<file path="src/rtl/control_unit_mc.sv">
`default_nettype none
// ============================================================================
// Module   : control_unit_mc
// Brief    : Multi-cycle control unit. Decodes single-cycle instructions,
//            sequences DELAY and HD->MI transfers, halts, and preempts a
//            user process when its quantum expires.
// Revision : 1.0 - initial release
// ============================================================================
module control_unit_mc #(
  parameter int OPCODE_W = 6,
  parameter int CNT_W    = 16,
  parameter int XA_W     = 6,
  parameter int XFER_LEN = 64
) (
  input  logic                clock,
  input  logic                reset,
  input  logic                interruption,
  input  logic                flagJB,
  input  logic [OPCODE_W-1:0] opcode,
  input  logic [CNT_W-1:0]    operand,
  output logic [2:0]          flagPC,
  output logic                flagRF,
  output logic [2:0]          flagMuxRF,
  output logic                flagMD,
  output logic                flagMI,
  output logic [XA_W-1:0]     xferAddr,
  output logic                flagHALT,
  output logic                flagCS,
  output logic                busy,
  output logic                mpActive
);

  localparam logic [OPCODE_W-1:0] OP_ALU   = OPCODE_W'(0);
  localparam logic [OPCODE_W-1:0] OP_LW    = OPCODE_W'(1);
  localparam logic [OPCODE_W-1:0] OP_LI    = OPCODE_W'(2);
  localparam logic [OPCODE_W-1:0] OP_SW    = OPCODE_W'(4);
  localparam logic [OPCODE_W-1:0] OP_BEQ   = OPCODE_W'(6);
  localparam logic [OPCODE_W-1:0] OP_BNQ   = OPCODE_W'(7);
  localparam logic [OPCODE_W-1:0] OP_JMP   = OPCODE_W'(8);
  localparam logic [OPCODE_W-1:0] OP_JR    = OPCODE_W'(9);
  localparam logic [OPCODE_W-1:0] OP_NOP   = OPCODE_W'(10);
  localparam logic [OPCODE_W-1:0] OP_HLT   = OPCODE_W'(11);
  localparam logic [OPCODE_W-1:0] OP_IN    = OPCODE_W'(12);
  localparam logic [OPCODE_W-1:0] OP_OUT   = OPCODE_W'(13);
  localparam logic [OPCODE_W-1:0] OP_DELAY = OPCODE_W'(14);
  localparam logic [OPCODE_W-1:0] OP_HDT   = OPCODE_W'(15);
  localparam logic [OPCODE_W-1:0] OP_SMP   = OPCODE_W'(20);
  localparam logic [OPCODE_W-1:0] OP_SQ    = OPCODE_W'(21);
  localparam logic [OPCODE_W-1:0] OP_S22   = OPCODE_W'(22);
  localparam logic [OPCODE_W-1:0] OP_S23   = OPCODE_W'(23);
  localparam logic [OPCODE_W-1:0] OP_EXEC  = OPCODE_W'(24);

  localparam logic [CNT_W-1:0] CNT_ONE  = CNT_W'(1);
  localparam logic [XA_W-1:0]  XA_ONE   = XA_W'(1);
  localparam int               XFER_LAST_I = XFER_LEN - 1;
  localparam logic [XA_W-1:0]  XA_LAST  = XA_W'(XFER_LAST_I);

  typedef enum logic [1:0] {
    S_RUN  = 2'd0,
    S_DLY  = 2'd1,
    S_XFER = 2'd2,
    S_HALT = 2'd3
  } state_t;

  state_t            state, state_next;
  logic [CNT_W-1:0]  dcnt;
  logic [XA_W-1:0]   xfer_addr;
  logic [CNT_W-1:0]  quantum;
  logic [CNT_W-1:0]  qcnt;
  logic              mp_en;
  logic              user_mode;
  logic              cs_pending;

  // Action strobes from the decoder, already qualified by reset/interruption
  logic ld_dly, ld_xfer, ld_quantum, ld_mp, do_exec, do_cs;
  logic mp_active;

  assign mp_active = mp_en & user_mode;
  assign mpActive  = ~reset & mp_active;
  assign busy      = ~reset & ((state == S_DLY) | (state == S_XFER));
  assign xferAddr  = reset ? '0 : xfer_addr;

  // Next-state, decoded control outputs and register-update strobes
  always_comb begin
    state_next = state;
    flagPC     = 3'd0;
    flagRF     = 1'b0;
    flagMuxRF  = 3'd0;
    flagMD     = 1'b0;
    flagMI     = 1'b0;
    flagHALT   = 1'b0;
    flagCS     = 1'b0;
    ld_dly     = 1'b0;
    ld_xfer    = 1'b0;
    ld_quantum = 1'b0;
    ld_mp      = 1'b0;
    do_exec    = 1'b0;
    do_cs      = 1'b0;
    if (!reset && !interruption) begin
      case (state)
        S_RUN: begin
          if (cs_pending) begin
            // Preemption wins over whatever instruction is presented
            flagCS = 1'b1;
            flagPC = 3'd2;
            do_cs  = 1'b1;
          end else begin
            case (opcode)
              OP_ALU: begin flagRF = 1'b1; flagMuxRF = 3'd1; flagPC = 3'd1; end
              OP_LW:  begin flagRF = 1'b1; flagMuxRF = 3'd2; flagPC = 3'd1; end
              OP_LI:  begin flagRF = 1'b1; flagMuxRF = 3'd4; flagPC = 3'd1; end
              OP_IN:  begin flagRF = 1'b1; flagMuxRF = 3'd3; flagPC = 3'd1; end
              OP_SW:  begin flagMD = 1'b1; flagPC = 3'd1; end
              OP_BEQ, OP_BNQ: flagPC = flagJB ? 3'd2 : 3'd1;
              OP_JMP, OP_JR:  flagPC = 3'd2;
              OP_NOP, OP_OUT, OP_S22, OP_S23: flagPC = 3'd1;
              OP_SMP: begin flagPC = 3'd1; ld_mp = 1'b1; end
              OP_SQ:  begin flagPC = 3'd1; ld_quantum = 1'b1; end
              OP_EXEC: begin flagPC = 3'd2; do_exec = 1'b1; end
              OP_HLT: state_next = S_HALT;
              OP_DELAY: begin
                if (operand == '0) begin
                  flagPC = 3'd1;
                end else begin
                  ld_dly     = 1'b1;
                  state_next = S_DLY;
                end
              end
              OP_HDT: begin
                ld_xfer    = 1'b1;
                state_next = S_XFER;
              end
              default: ;
            endcase
          end
        end
        S_DLY: begin
          if (dcnt == CNT_ONE) begin
            flagPC     = 3'd1;
            state_next = S_RUN;
          end
        end
        S_XFER: begin
          flagMI = 1'b1;
          if (xfer_addr == XA_LAST) begin
            flagPC     = 3'd1;
            state_next = S_RUN;
          end
        end
        S_HALT: flagHALT = 1'b1;
        default: state_next = S_RUN;
      endcase
    end
  end

  // State and datapath registers; interruption freezes everything
  always_ff @(posedge clock) begin
    if (reset) begin
      state      <= S_RUN;
      dcnt       <= '0;
      xfer_addr  <= '0;
      quantum    <= '0;
      qcnt       <= '0;
      mp_en      <= 1'b0;
      user_mode  <= 1'b0;
      cs_pending <= 1'b0;
    end else if (!interruption) begin
      state <= state_next;
      if (ld_dly)
        dcnt <= operand;
      else if (state == S_DLY)
        dcnt <= dcnt - CNT_ONE;
      if (ld_xfer)
        xfer_addr <= '0;
      else if (state == S_XFER)
        xfer_addr <= xfer_addr + XA_ONE;
      if (ld_quantum)
        quantum <= operand;
      if (ld_mp)
        mp_en <= operand[0];
      if (do_exec) begin
        user_mode  <= 1'b1;
        qcnt       <= quantum;
        cs_pending <= 1'b0;
      end else begin
        // Taking the switch clears the request; otherwise expiry raises it
        if (do_cs) begin
          cs_pending <= 1'b0;
          user_mode  <= 1'b0;
        end else if (mp_active && qcnt == '0) begin
          cs_pending <= 1'b1;
        end
        if (mp_active && state != S_HALT && qcnt != '0)
          qcnt <= qcnt - CNT_ONE;
      end
    end
  end

endmodule
`default_nettype wire

</file>
<file path="config.mk">
export PLATFORM = sky130hd
export DESIGN_NAME = control_unit_mc
export DESIGN_NICKNAME = d
export VERILOG_FILES = /design/src/rtl/control_unit_mc.sv
export SDC_FILE = /design/constraint.sdc
export NUM_CORES = 1
export LEC_CHECK = 0
export BUFFER_PORTS_ARGS = -buffer_cell sky130_fd_sc_hd__buf_4
export CORE_AREA = 2 2 108 84
export CTS_CLUSTER_DIAMETER = 50
export DETAILED_ROUTE_END_ITERATION = 16
export DIE_AREA = 0 0 110 86
export RECOVER_POWER = 25
export SLEW_MARGIN = 10
export SYNTH_ARGS = -nofsm -noshare
export SYNTH_HDL_FRONTEND = slang
export SYNTH_SLANG_ARGS = --single-unit
</file>
<file path="constraint.sdc">
create_clock -name clock -period 3 [get_ports clock]
set_input_delay 0.45 -clock clock [delete_from_list [all_inputs] [get_ports clock]]
set_output_delay 0.45 -clock clock [all_outputs]
set_load 0.005 [all_outputs]
</file>
==> impl_metrics.sql <==
INSERT INTO impl_metrics (metric_group, metric, value, unit) VALUES
('synthesis', 'postSynthAreaPerCell', '8.58', 'sq um'),
('critical_path', 'cp.required', '2.55', 'ns'),
('floorplanning', 'die_height', '86', 'um'),
('routing', 'routed_wl', '9.69', 'mm'),
('pwr', 'power_switching', '597', 'uW'),
('timing', 'clock.fmax', '350', 'MHz'),
('global_routing', 'first_global_vias', '3029', ''),
('floorplanning', 'pin_count', '45', ''),
('synthesis', 'synth_cell_types', '74', ''),
('global_routing', 'grt_antenna_before_repair', '0', ''),
('global_routing', 'grt_first_pass_wirelength', '15.6', 'mm'),
('routing', 'vias', '3309', ''),
('global_routing', 'grt_max_degree', '57', ''),
('timing', 'finalCriticalPeriod', '2.86', 'ns'),
('outcome', 'run_status', 'completed', ''),
('floorplanning', 'dieWidth', '110', 'um'),
('synthesis', 'ys.flop_type', 'sky130_fd_sc_hd__dfxtp_1', ''),
('floorplanning', 'floorplan.initialDensity', '0.444', ''),
('synthesis', 'synth-edff-count', '0', ''),
('layout', 'layout-drive-gt1-share', '0.201', ''),
('pwr', 'power.density', '486', 'nW/um^2'),
('synthesis', 'area_fraction_of_the_dominant_cell_type_after_synthesis', '0.320', ''),
('clock_tree', 'h-tree-depth', '3', ''),
('floorplanning', 'placementRows', '29', ''),
('job', 'maxCapViolCount', '0', ''),
('timing', 'max-slew-margin-rel', '0.0923', ''),
('routing', 'initialDrtViolationCount', '223', ''),
('timing', 'timing.hold.ws', '0.355', 'ns'),
('critical_path', 'path_class', 'register to output port', ''),
('placement', 'finalWeightedCongestion', '0.848', ''),
('clock_tree', 'post-cts-setup-buffers', '0', ''),
('clock_tree', 'cts_num_sinks', '59', ''),
('critical_path', 'worst_path_arrival_time', '2.41', 'ns'),
('pwr', 'power', '2.04', 'mW'),
('placement', 'portBuffers', '43', ''),
('placement', 'post-dp-hpwl', '6.91', 'mm'),
('synthesis', 'async_flop_share', '0', ''),
('timing', 'layout_worst_path_cycle_share', '0.953', ''),
('synthesis', 'yosys_register_bits', '59', ''),
('clock_tree', 'clkLatencyLatePin', '0.34', 'ns'),
('pwr', 'ir_drop', '345', 'uV'),
('min_path', 'timing.hold.worst.class', 'input pin to register', ''),
('synthesis', 'synthDominantAreaCellType', 'sky130_fd_sc_hd__dfxtp_1', ''),
('critical_path', 'critical_path.max_fanout', '8', ''),
('layout', 'areaGrowthSynthToFinish', '13.9', '%'),
('critical_path', 'worst_setup_path_end_kind', 'output port', ''),
('routing', 'via_per_inst', '5.74', ''),
('pwr', 'power.sequential.fraction', '0.421', ''),
('routing', 'drcViolationCount', '0', ''),
('synthesis', 'synth_area', '3690', 'sq um'),
('layout', 'count_of_placed_standard_cells_in_the_final_layout_fillers_left_out', '576', ''),
('pwr', 'leakage', '1.71', 'nW'),
('critical_path', 'path_cells', 'inv_1 > ha_2 > or4b_4 > or3_2 > nor4_1 > buf_4', ''),
('floorplanning', 'floorplan.core_area', '8310', 'sq um'),
('pwr', 'power.internal', '1.44', 'mW'),
('global_routing', 'globalRoute.totalOverflow', '0', ''),
('critical_path', 'timing.critical_path.from_type', 'register', ''),
('layout', 'final_core_util', '0.506', ''),
('clock_tree', 'tritoncts', 'done', ''),
('synthesis', 'yosys-top-cells-count', '59 x sky130_fd_sc_hd__dfxtp_1, 59 x sky130_fd_sc_hd__nor2_1, 24 x sky130_fd_sc_hd__mux2i_1', ''),
('layout', 'diodes', '0', ''),
('critical_path', 'max_stage_delay', '0.52', 'ns'),
('layout', 'finalNetCount', '499', ''),
('clock_tree', 'clockBufferDepth', '2', ''),
('routing', 'drtAntennaViolNets', '0', ''),
('synthesis', 'synthCells', '430', ''),
('synthesis', 'synth_sequential_area_ratio', '0.320', ''),
('timing', 'fin_skew', '0.00747', 'ns'),
('timing', 'maxSlewViolCount', '0', ''),
('synthesis', 'synth.yosys.warnings', '0', ''),
('pwr', 'swShare', '0.293', '');
layout make-up:
type / count / area, sq um / share of cell area
clock inverters: 2 / 35.0 / 0.00834
multi-input cells: 326 / 2250 / 0.535
well taps: 108 / 135 / 0.0322
clock buffers: 12 / 165 / 0.0393
flip-flops and latches: 59 / 1180 / 0.281
repair buffers: 49 / 359 / 0.0855
inverters: 20 / 80.1 / 0.0191
stage by stage:
step | setup TNS, ns | instance area [sq um] | worst slack [ns]
after global placement | 0 | 4010 | 0.514
final | 0 | 4200 | 0.140
after detailed placement | 0 | 4010 | 0.442
after CTS | 0 | 4210 | 0.0628
after global routing | -0.00964 | 4200 | -0.00964
after floorplan | 0 | 3690 | 0.708
worst min-delay path, cell delays in order:
cell                      delay [ns]
sky130_fd_sc_hd__buf_4          0.09
sky130_fd_sc_hd__mux2i_1        0.05
sky130_fd_sc_hd__nor2_1         0.07
metal layers:
layer | track usage | wire (um) | vias up
li1 | - | - | 1654
met1 | 0.322 | 5040 | 1567
met2 | 0.294 | 3950 | 78
met3 | 0.0555 | 594 | 10
met4 | 0.0610 | 105 | 0
met5 | 0 | 0 | -
cells in the final DEF, fill, tap and decap left out, drive strengths merged, types with 4 or more instances in the layout:
cell type	instances
inv	18
dfxtp	59
mux2i	24
a311oi	4
nor4	15
o32ai	5
or3	13
nor3	14
nand2b	4
and2	6
buf	39
nand2	23
clkbuf	22
xnor2	11
a21oi	19
nand4	7
nor2	60
ha	8
nand3	9
nor2b	10
a211oi	19
o21ai	11
o41ai	5
or4	4
path summary, 6_finish.rpt:
check                                           endpoint                    start  slack [ns]  cells after the start
worst min register to register      qcnt[1]$_SDFFE_PP0P_  quantum[1]$_SDFFE_PP0P_        0.47                      2
worst min-delay path             quantum[5]$_SDFFE_PP0P_               operand[5]        0.35                      3
worst max register to register  quantum[14]$_SDFFE_PP0P_    state[0]$_SDFFE_PP0P_        0.43                      8
worst max-delay path                              flagMD    state[0]$_SDFFE_PP0P_        0.14                      6
flip-flops by register name, indices dropped and copies added, names as in the netlist:
name / cells
xfer_addr: 6
dcnt: 16
state: 2
cs_pending: 1
mp_en: 1
user_mode: 1
quantum: 16
qcnt: 16
power groups by stage:
stage	Sequential, mW	Combinational [mW]	Clock, mW
2_1_floorplan	0.867	0.313	0
5_1_grt	0.866	0.489	0.790
4_1_cts	0.859	0.434	0.759
3_3_place_gp	0.874	0.424	0
3_5_place_dp	0.876	0.432	0
6_report	0.860	0.439	0.743
repair_timing:
action | in CTS | in global routing
hold buffers | 0 | 0
gates resized for setup | 0 | 1
endpoints found under the setup margin | 0 | 3
cell families after synthesis:
| group | after synthesis | share of synthesized area |
|---|---|---|
| adders and majority gates | 8 | 0.0271 |
| muxes | 26 | 0.0712 |
| xor gates and xnor gates | 14 | 0.0332 |
| DFF | 59 | 0.320 |
| and+or+nand+nor | 186 | 0.282 |
| buffers and inverters | 45 | 0.0699 |
| other | 1 | 0.00102 |
| AOI/OAI and AO/OA | 91 | 0.195 |
(Power assumes the default switching activity.)
